$ cat src/rtl/alu_op_sequencer.sv
// Multi-cycle request/response controller around a combinational ALU.
// Operands stay on the ALU for a per-class settle window, then the 64-bit result is held for a response handshake.
module alu_op_sequencer #(
  parameter int BASIC_CYCLES  = 1,
  parameter int MULDIV_CYCLES = 4
) (
  input  logic        clock,
  input  logic        clear,
  input  logic        req_valid,
  output logic        req_ready,
  input  logic [4:0]  req_op,
  input  logic [31:0] req_a,
  input  logic [31:0] req_b,
  output logic [31:0] alu_value1,
  output logic [31:0] alu_value2,
  output logic [4:0]  alu_select,
  input  logic [63:0] alu_result,
  output logic        rsp_valid,
  input  logic        rsp_ready,
  output logic [31:0] rsp_zlo,
  output logic [31:0] rsp_zhi,
  output logic        rsp_err,
  output logic        hilo_we,
  output logic        busy
);

  localparam int MAX_CYCLES = (BASIC_CYCLES > MULDIV_CYCLES) ? BASIC_CYCLES : MULDIV_CYCLES;
  localparam int CNT_W      = (MAX_CYCLES > 1) ? $clog2(MAX_CYCLES) : 1;

  localparam logic [4:0] OP_DIV = 5'd11;
  localparam logic [4:0] OP_MUL = 5'd12;

  typedef enum logic [1:0] {
    IDLE = 2'd0,
    EXEC = 2'd1,
    RESP = 2'd2
  } state_t;

  state_t             state;
  state_t             state_next;
  logic [31:0]        a_q;
  logic [31:0]        b_q;
  logic [4:0]         op_q;
  logic [31:0]        zlo_q;
  logic [31:0]        zhi_q;
  logic               err_q;
  logic [CNT_W-1:0]   cnt_q;

  logic               req_legal;
  logic               req_div0;
  logic               req_muldiv;
  logic               req_reject;
  logic               op_muldiv;
  logic               accept;

  assign req_legal  = (req_op >= 5'd1) && (req_op <= 5'd14);
  assign req_div0   = (req_op == OP_DIV) && (req_b == 32'd0);
  assign req_muldiv = (req_op == OP_DIV) || (req_op == OP_MUL);
  assign req_reject = !req_legal || req_div0;
  assign op_muldiv  = (op_q == OP_DIV) || (op_q == OP_MUL);
  assign accept     = (state == IDLE) && req_valid;

  always_ff @(posedge clock or posedge clear) begin
    if (clear) begin
      state <= IDLE;
    end else begin
      state <= state_next;
    end
  end

  always_comb begin
    state_next = state;
    case (state)
      IDLE: begin
        if (req_valid) begin
          state_next = req_reject ? RESP : EXEC;
        end
      end
      EXEC: begin
        if (cnt_q == '0) begin
          state_next = RESP;
        end
      end
      RESP: begin
        if (rsp_ready) begin
          state_next = IDLE;
        end
      end
      default: state_next = IDLE;
    endcase
  end

  // Rejected requests (illegal op, divide by zero) answer immediately with a zero result.
  always_ff @(posedge clock or posedge clear) begin
    if (clear) begin
      a_q   <= '0;
      b_q   <= '0;
      op_q  <= '0;
      zlo_q <= '0;
      zhi_q <= '0;
      err_q <= 1'b0;
      cnt_q <= '0;
    end else if (accept) begin
      a_q  <= req_a;
      b_q  <= req_b;
      op_q <= req_op;
      if (req_reject) begin
        zlo_q <= '0;
        zhi_q <= '0;
        err_q <= 1'b1;
      end else begin
        cnt_q <= req_muldiv ? CNT_W'(MULDIV_CYCLES - 1) : CNT_W'(BASIC_CYCLES - 1);
      end
    end else if (state == EXEC) begin
      if (cnt_q != '0) begin
        cnt_q <= cnt_q - 1'b1;
      end else begin
        zlo_q <= alu_result[31:0];
        zhi_q <= op_muldiv ? alu_result[63:32] : 32'd0;
        err_q <= 1'b0;
      end
    end
  end

  always_comb begin
    req_ready  = (state == IDLE);
    busy       = (state != IDLE);
    rsp_valid  = (state == RESP);
    rsp_zlo    = zlo_q;
    rsp_zhi    = zhi_q;
    rsp_err    = err_q;
    hilo_we    = rsp_valid && rsp_ready && op_muldiv && !err_q;
    alu_select = 5'd0;
    alu_value1 = 32'd0;
    alu_value2 = 32'd0;
    if (state == EXEC) begin
      alu_select = op_q;
      alu_value1 = a_q;
      alu_value2 = b_q;
    end
  end

endmodule

$ cat config.mk
export PLATFORM = sky130hd
export DESIGN_NAME = alu_op_sequencer
export DESIGN_NICKNAME = d
export VERILOG_FILES = /design/src/rtl/alu_op_sequencer.sv
export SDC_FILE = /design/constraint.sdc
export NUM_CORES = 1
export LEC_CHECK = 0
export BUFFER_PORTS_ARGS = -buffer_cell sky130_fd_sc_hd__buf_2
export CAP_MARGIN = 25
export CORE_MARGIN = 2
export CORE_UTILIZATION = 47
export DETAILED_ROUTE_END_ITERATION = 16
export PLACE_DENSITY = 0.84
export SLEW_MARGIN = 20
export SYNTH_ARGS = -nofsm -noshare
export SYNTH_HDL_FRONTEND = slang
export SYNTH_SLANG_ARGS = --single-unit
$ cat constraint.sdc
create_clock -name clock -period 5.4 [get_ports clock]
set_input_delay 0.54 -clock clock [delete_from_list [all_inputs] [get_ports clock]]
set_output_delay 0.54 -clock clock [all_outputs]
set_load 0.01 [all_outputs]
==> Yosys cells after proc, flatten, opt, wreduce, memory -nomap -nowiden <==
Index checks and enable logic that the tools add are counted.
{ "totals": {"ff_bits": 138, "latchBits": 0, "mem_bits_rw": 0, "mem_bits_ro": 0, "inputBits": 137, "output_inout_bits": 138, "elab_cells": 69, "mem_count": 0} }
{ "classes": {"addsub": 1, "mul": 0, "div_mod_pow": 0, "n_lt_le_gt_ge": 2, "n_eq_ne": 12, "shifts": 0, "muxes": 25, "bitwise_logic": 0, "reduce_logical": 21} }
{ "ops": {"columns": ["op", "count"], "rows": [
  ["two-way mux 32 bit", 10],
  ["logical NOT 32 bit", 1],
  ["== test 5 x 4 -> 1 bit (second input constant)", 4],
  ["two-way mux 2 bit", 9],
  ["inequality test 2 bit (second input constant)", 5],
  ["AND reduction 3 bit", 3],
  ["nonzero test 2 bit", 4],
  ["logical AND 1 bit", 6],
  ["case mux 2 bit (3 select lines)", 1],
  [">= comparator 5 x 1 -> 1 bit (second input constant)", 1],
  ["less-or-equal comparator 5 x 4 -> 1 bit (second input constant)", 1],
  ["two-way mux 5 bit", 1],
  ["logical NOT 2 bit", 2],
  ["two-way mux 1 bit", 4],
  ["logical OR 1 bit", 3],
  ["== test 2 x 1 -> 1 bit (second input constant)", 1],
  ["== test 2 bit (second input constant)", 1],
  ["logical NOT 1 bit", 2],
  ["inequality test 2 x 1 -> 1 bit (second input constant)", 1],
  ["subtractor 2 x 1 -> 2 bit (second input constant)", 1]
]} }

==> Logic depth before layout (Yosys ltp) <==
Gate-level depths: netlist of run 1.
{ "depth": {"ltp_word": 7, "depth_mapped": 7, "ltp_nobuf": 5} }

==> Worst setup path before layout of run 1 <==
OpenSTA, ideal clock, no wires.
{ "synth_path": {"kind": "input to register", "startpoint": "in req_op[4]", "endpoint": "reg zhi_q[10] (netlist: rsp_zhi[10])", "setup_ns": 0.122, "t_arrival_ns": 2.118, "t_required_ns": 5.278, "slack_ns": 3.161, "stages": 6, "n_path_buf": 2, "path_cell_list": "nand2b_1 or4_4 or4_4 buf_6 buf_6 a32o_1"} }
{ "synth_via": {"elab_chain_len": 6, "elab_cells_between_ends": 9, "classes_between": "2 x order compare; 2 x eq/ne; 5 x reduce/logical"} }
{ "synth_lines": {"columns": ["item", "line_no", "text"], "rows": [
  ["start: declaration", "11", "input logic [4:0] req_op,"],
  [">= comparator 5 x 1 -> 1 bit or less-or-equal comparator 5 x 4 -> 1 bit (tied branches)", "56", "assign req_legal = (req_op >= 5'd1) && (req_op <= 5'd14);"],
  ["logical AND 1 bit", "56", null],
  ["logical NOT 1 bit", "59", "assign req_reject = !req_legal || req_div0;"],
  ["logical OR 1 bit (*)", "59", null],
  ["inequality test 2 bit (no source line) (*)", null, null],
  ["AND reduction 3 bit (no source line) (*)", null, null],
  ["end signal: assignment", "119", "zhi_q <= op_muldiv ? alu_result[63:32] : 32'd0;"],
  ["end: declaration", "45", "logic [31:0] zhi_q;"]
]} }
Mark *: on every way between the ends. The rest lies on a longest branch, timed or not.
A chain may end at the register's enable or synchronous reset.

==> Final worst setup path of run 1 <==
{ "layout_path": {"startpoint": "reg state[1]", "endpoint": "reg zhi_q[20] (netlist: rsp_zhi[20])"} }
{ "layout_via": {"elab_chain_len": 4, "elab_cells_between_ends": 8, "classes_between": "3 x eq/ne; 1 x mux; 4 x reduce/logical"} }
{ "layout_lines": {"columns": ["item", "line_no", "text"], "rows": [
  ["start: declaration", "39", "state_t state;"],
  ["start signal: assignment", "67", "state <= state_next;"],
  ["logical NOT 2 bit", "61", "assign accept = (state == IDLE) && req_valid;"],
  ["logical AND 1 bit", "61", null],
  ["inequality test 2 bit (no source line) or nonzero test 2 bit (tied branches)", null, null],
  ["AND reduction 3 bit (no source line)", null, null]
]} }
Several ways; a longest one is shown, not always the timed one.

==> flow_summary.json, run 1 <==
{
  "async_reset_ff_share_pct": 100,
  "yosysUniqueCellTypes": 33,
  "end_kind": "flop",
  "netlist_instances": 436,
  "layout_worst_path_cycle_share_pct": 47.6,
  "cp_cell_sequence": "nor3b_2 -> buf_4 -> o21ai_0 -> and2_4 -> a32o_1",
  "drt-initial-drc-count": 384,
  "cts_max_level": 4,
  "die_area_sq_um": 13400,
  "path_delay_family": "buffers and inverters",
  "fin_nets": 834,
  "ctsHoldBuffers": 0,
  "yosys_warnings": 0,
  "synth_ff_type": "dfrtp_1",
  "cp_max_fo": 70,
  "wire_per_inst_um": 18.2,
  "reg2reg_depth": 5,
  "fp-row-count": 40,
  "ys_seq_area_share_pct": 59.0,
  "slowest_stage": "buf_4",
  "synth_top_area_share_pct": 59.0,
  "portBuffers": 274,
  "hold_viol": 0,
  "wl_mm": 15.9,
  "worstPathRequired_ns": 5.70,
  "cts-resized-gates": 0,
  "die_w_um": 116,
  "place_congestion": 0.794,
  "avgSynthCellArea_sq_um": 13.4,
  "cts_buffers": 17,
  "clkLatencyLatePin_ns": 0.42,
  "cts_setup_buffers": 0,
  "track_usage_pct": 23.1,
  "max_cap_violations": 0,
  "syn_to_final_growth_pct": 35.7,
  "routed-via-count": 4720,
  "p_total_mw": 4.38,
  "seqCellArea_sq_um": 3450,
  "pwr_density_cell_nw_per_um2": 552,
  "worstSetupStartpoint": "state[1]",
  "status": "finished clean",
  "n_fill_cell": 883,
  "ys_seq_elements": 138,
  "root_buffer": "clkbuf_16",
  "cts_tree": "built",
  "grt_pass1_wl_mm": 23.9,
  "rr_startpoint": "state[1]",
  "hold_class": "primary input to async pin",
  "min_period_ns": 2.57,
  "vias_per_cell": 5.39,
  "ant_nets": 0,
  "startpoint_type": "flop",
  "place_hpwl_mm": 11.3,
  "die_y_um": 116,
  "initial_utilization_pct": 48.5,
  "drt-pass1-iter-count": 4,
  "worst_pin_slew_ns": 0.898,
  "synth_area_leader_cell": "dfrtp_1",
  "clk_path_buf_depth": 2,
  "grt_pass1_vias": 4799,
  "synth.most_common_cell": "dfrtp_1",
  "ios": 275,
  "rsz0062_at_grt": "false",
  "clock_sinks": 138,
  "grt_max_degree": 76,
  "multiInputGateArea_sq_um": 2220,
  "antenna_found_initial": 0,
  "synth_edf_count": 0,
  "synthTopCellsByCount": "dfrtp_1 (138), and2_1 (71), mux2_2 (69)",
  "ys_top_cells_by_area": "dfrtp_1 (59%), mux2_2 (13%), a32o_1 (11%), and2_1 (7.6%), clkbuf_1 (1.7%)",
  "cp.arrival_ns": 2.87,
  "setup_tns_ns": 0,
  "critPathBufInv": 1,
  "max_stage_delay_ns": 0.68,
  "drc_errors": 0,
  "drive_above_1_share_pct": 54.8,
  "path_class": "flop to flop",
  "fin_skew_ns": 0.0136,
  "leakage_nw": 4.07,
  "drv_slew": 0,
  "setup_viol": 0,
  "antennaDiodeCount": 0,
  "fp.coreArea_sq_um": 12100,
  "synth_nets": 574,
  "reg2reg_slack_ns": 2.83,
  "clk_pin_slew_ns": 0.06,
  "grt_overflow": 0,
  "synth_area_sq_um": 5850,
  "vdd_drop_max_mv": 0.303,
  "relSlewSlack_pct": 40.1,
  "fmax_mhz": 389,
  "r2r-end": "rsp_zhi[20]"
}
-- metal layers --
layer / vias up / track usage, % / part of all wire [%]
met5: - / 0 / 0
met4: 0 / 9.80 / 2.4
met3: 28 / 7.79 / 8.3
met2: 201 / 39.7 / 52
met1: 2349 / 26.3 / 38
li1: 2142 / - / -
-- area by class of cell --
type | count | area share (%)
Timing Repair Buffer | 278 | 17.9
Sequential cell | 138 | 43.5
Clock inverter | 11 | 1.81
Multi-Input combinational cell | 256 | 28.0
Inverter | 5 | 0.299
Tap cell | 168 | 2.65
Clock buffer | 20 | 5.88
-- worst max-delay path by stage --
stage             endpoint  slack (ns)  cells after the start
5_1_grt         rsp_zlo[5]        2.63                      5
6_report       rsp_zhi[20]        2.83                      5
2_1_floorplan       a_q[0]        1.16                      1
3_3_place_gp   rsp_zlo[17]        2.51                      6
3_5_place_dp   rsp_zhi[20]        2.40                      6
4_1_cts        rsp_zhi[20]        2.56                      5
-- layout by cell type (no fill, tap or decap), types with 2 or more instances in the layout --
| cell | netlist | routed |
|---|---|---|
| and2_1 | 71 | 69 |
| clkinvlp_4 | 0 | 4 |
| a32o_1 | 64 | 64 |
| dfrtp_1 | 138 | 138 |
| nand2b_1 | 3 | 3 |
| mux2_2 | 69 | 69 |
| clkinv_2 | 0 | 3 |
| nor4_1 | 10 | 10 |
| nand4_1 | 2 | 2 |
| bufinv_16 | 0 | 3 |
| a211oi_1 | 2 | 2 |
| nor2_1 | 4 | 3 |
| or4_4 | 2 | 2 |
| inv_6 | 0 | 2 |
| nand2_1 | 3 | 3 |
| clkbuf_8 | 0 | 3 |
| clkbuf_16 | 0 | 17 |
| nor3_1 | 5 | 5 |
| inv_1 | 5 | 4 |
| buf_2 | 1 | 274 |
| buf_4 | 0 | 2 |
| o21ai_0 | 4 | 4 |
-- cells by family (layout without fill, tap and decap cells) --
logic type / after synthesis / after routing / share of synthesized area, %
AOI/OAI and AO/OA: 74 / 74 / 12.2
adders and majority gates: 1 / 1 / 0.214
buffers and inverters: 42 / 314 / 3.36
DFF: 138 / 138 / 59.0
muxes: 69 / 69 / 13.3
and+or+nand+nor: 112 / 112 / 12.0
-- worst reg2reg max path: cells and delay by family, from the launching register on --
family,cells,cell delay (ns)
AOI/OAI and AO/OA,2,0.71
buffers and inverters,1,0.68
and+or+nand+nor,2,0.62
DFF,1,0.45
-- metrics by stage --
step                      hold slack [ns]  setup slack [ns]  utilization, %  std cells  area, sq um
final                               0.215              2.83            65.8        876         7940
after global placement              0.481              2.51            60.4        843         7290
after detailed placement            0.487              2.40            60.7        845         7330
after floorplan                     0.471              1.16               -        436         5850
after CTS                           0.265              2.56            65.8        876         7940
after global routing                0.266              2.63            65.8        876         7940
-- report_power, final --
group          internal, mW  switching (mW)  total (mW)
clock                 0.759           0.436        1.19
sequential             1.45           0.216        1.66
combinational         0.769           0.754        1.52
-- sequential cells by signal (all words and copies together) (netlist names) --
name     count
rsp_err      1
rsp_zlo     32
rsp_zhi     32
state        2
op_q         5
b_q         32
a_q         32
cnt_q        2
Note: power is estimated with default switching activity, not from simulation.
==> inputs of run 2 (changes only) <==
--- a/config.mk
+++ b/config.mk
@@ -8,9 +8,9 @@
 export BUFFER_PORTS_ARGS = -buffer_cell sky130_fd_sc_hd__buf_2
 export CAP_MARGIN = 25
 export CORE_MARGIN = 2
-export CORE_UTILIZATION = 47
+export CORE_UTILIZATION = 42
 export DETAILED_ROUTE_END_ITERATION = 16
-export PLACE_DENSITY = 0.84
+export PLACE_DENSITY = 0.79
 export SLEW_MARGIN = 20
 export SYNTH_ARGS = -nofsm -noshare
 export SYNTH_HDL_FRONTEND = slang
==> constraint.sdc (replaced) <==
create_clock -name clock -period 2.35 [get_ports clock]
set_input_delay 0.235 -clock clock [delete_from_list [all_inputs] [get_ports clock]]
set_output_delay 0.235 -clock clock [all_outputs]
set_load 0.01 [all_outputs]
==> run 2 against run 1 <==
Effect of this change:
- non-clock buffer count rose by 10
- worst setup slack got worse by 2.6 ns
- die area increased by 11%
- wire length fell by 0.24%
- sequential cell count is the same
- clock skew fell by 0.0072 ns
- critical path depth stayed put
- sequential share of layout area shrank 0.93 points
- clock power is 140% higher
- critical path type is now flop to output pin
==> flow_summary.json, run 2 (synthesized netlist as in run 1, its figures left out) <==
{
  "holdPathEnd": "rsp_zhi[20]",
  "portBuffers": 274,
  "drc_errors": 0,
  "status": "finished clean",
  "clk_pin_slew_ns": 0.06,
  "ant_nets": 0,
  "max_cap_violations": 0,
  "place_congestion": 0.799,
  "antenna_found_initial": 0,
  "r2r-end": "rsp_zlo[13]",
  "cts_buffers": 17,
  "fin_skew_ns": 0.00641,
  "root_buffer": "clkbuf_16",
  "worstPathRequired_ns": 2.12,
  "syn_to_final_growth_pct": 38.7,
  "setup_tns_ns": 0,
  "startpoint_type": "flop",
  "worst_slack_ns": 0.213,
  "relSlewSlack_pct": 51.5,
  "drive_above_1_share_pct": 55.1,
  "pwr_density_cell_nw_per_um2": 1260,
  "place_inst": 866,
  "grt_pass1_wl_mm": 24.1,
  "fp.coreArea_sq_um": 13700,
  "leakage_nw": 4.15,
  "wirelength_met1_mm": 6.01,
  "fp-row-count": 43,
  "rsz0062_at_grt": "false",
  "wire_per_inst_um": 17.7,
  "final_cells": 897,
  "wl_mm": 15.9,
  "drt-initial-drc-count": 267,
  "hold_class": "primary input to flop",
  "min_from": "alu_result[52]",
  "routed-via-count": 4752,
  "cp.arrival_ns": 1.90,
  "grt_pass1_vias": 4780,
  "fin_nets": 844,
  "vias_per_cell": 5.30,
  "die_y_um": 122,
  "clkLatencyLatePin_ns": 0.41,
  "antennaDiodeCount": 0,
  "setup_viol": 0,
  "track_usage_pct": 21.0,
  "die_area_sq_um": 14900,
  "path_common_cell": "buf_4",
  "ios": 275,
  "vdd_drop_max_mv": 0.686,
  "dr_wl_met3_mm": 1.39,
  "top_layer": "met4",
  "slowest_stage": "buf_4",
  "drv_slew": 0,
  "cts_setup_buffers": 0,
  "die_w_um": 122,
  "min_period_ns": 2.14,
  "n_fill_cell": 1134,
  "end_kind": "output pin",
  "clk_path_buf_depth": 2,
  "wl_met2_mm": 8.19,
  "cts_tree": "built",
  "max_stage_delay_ns": 0.43,
  "initial_utilization_pct": 42.6,
  "mostFrequentLayoutCells": "buf_2 (274), dfrtp_1 (138), and2_1 (70)",
  "grt_overflow": 0,
  "reg2reg_slack_ns": 0.25,
  "cp_max_fo": 70,
  "grt_max_degree": 71,
  "worst_pin_slew_ns": 0.726,
  "reg2reg_depth": 4,
  "hold_viol": 0,
  "place_hpwl_mm": 11.7,
  "path_class": "flop to output pin",
  "cp_cell_sequence": "buf_4 -> nor2b_4 -> buf_4 -> and2_1 -> buf_2",
  "layout_worst_path_cycle_share_pct": 90.9,
  "cts_max_level": 4,
  "rr_startpoint": "state[0]",
  "clock_sinks": 138,
  "pre_cts_ws_ns": 0.136,
  "final_common_cell": "buf_2",
  "fmax_mhz": 468,
  "hold_depth": 2,
  "drt-pass1-iter-count": 4
}
-- run 2: cell types whose count changed in the layout (fill, tap and decap cells not counted) --
cell           delta
dlygate4sd3_1     +1
buf_12            +4
clkbuf_8          -1
clkinv_2          -1
and2_1            +1
bufinv_16         +2
clkinvlp_4        -1
and2_4            -1
buf_4             +5
-- run 2: worst max path at each step --
stage	start	to	slack, ns	cells past startpoint
5_1_grt	state[1]	alu_value1[18]	0.06	5
4_1_cts	state[1]	alu_value1[28]	0.16	5
2_1_floorplan	state[0]	rsp_zhi[10]	0.26	6
6_report	state[1]	alu_value2[28]	0.21	5
3_3_place_gp	req_b[1]	rsp_zhi[21]	0.16	6
3_5_place_dp	req_b[1]	rsp_zlo[13]	0.14	6
-- run 2: layout make-up --
| type | count | area, sq um | share of cell area [%] |
|---|---|---|---|
| Tap cell | 180 | 225 | 2.78 |
| Multi-Input combinational cell | 256 | 2220 | 27.3 |
| Clock inverter | 11 | 193 | 2.38 |
| Sequential cell | 138 | 3450 | 42.6 |
| Clock buffer | 19 | 453 | 5.58 |
| Timing Repair Buffer | 288 | 1550 | 19.1 |
| Inverter | 5 | 22.5 | 0.278 |
-- run 2: where the power goes --
| part | switching [mW] | total, mW | internal [mW] | leakage, nW |
|---|---|---|---|---|
| sequential | 0.481 | 3.81 | 3.33 | 1.75 |
| combinational | 1.74 | 3.54 | 1.80 | 2.09 |
| clock | 0.979 | 2.91 | 1.93 | 0.312 |
| total | 3.20 | 10.3 | 7.06 | 4.15 |
-- run 2: repair_timing --
item,4_1_cts,5_1_grt
hold buffers,1,0
hold endpoints to repair,26,0
gates resized for setup,0,0
-- run 2: per-stage QoR --
stage	power [mW]	utilization, %	cell area [sq um]	hold WS, ns
final	10.3	59.1	8110	0.0384
after global routing	10.9	59.1	8110	0.0265
after CTS	10.4	59.1	8110	0.0208
after detailed placement	7.45	54.4	7460	0.363
after global placement	7.27	54.2	7440	0.358
after floorplan	5.98	-	5850	0.360
-- run 2: critical path, delay by kind of cell (launching register included) --
family / cells / cell delay, ns
DFF: 1 / 0.39
buffers and inverters: 3 / 0.72
and+or+nand+nor: 2 / 0.33
-- run 2: layer usage --
| metal | GRT usage [%] | vias to the layer above |
|---|---|---|
| li1 | - | 2162 |
| met1 | 24.4 | 2345 |
| met2 | 36.8 | 220 |
| met3 | 6.37 | 25 |
| met4 | 7.11 | 0 |
| met5 | 0 | - |
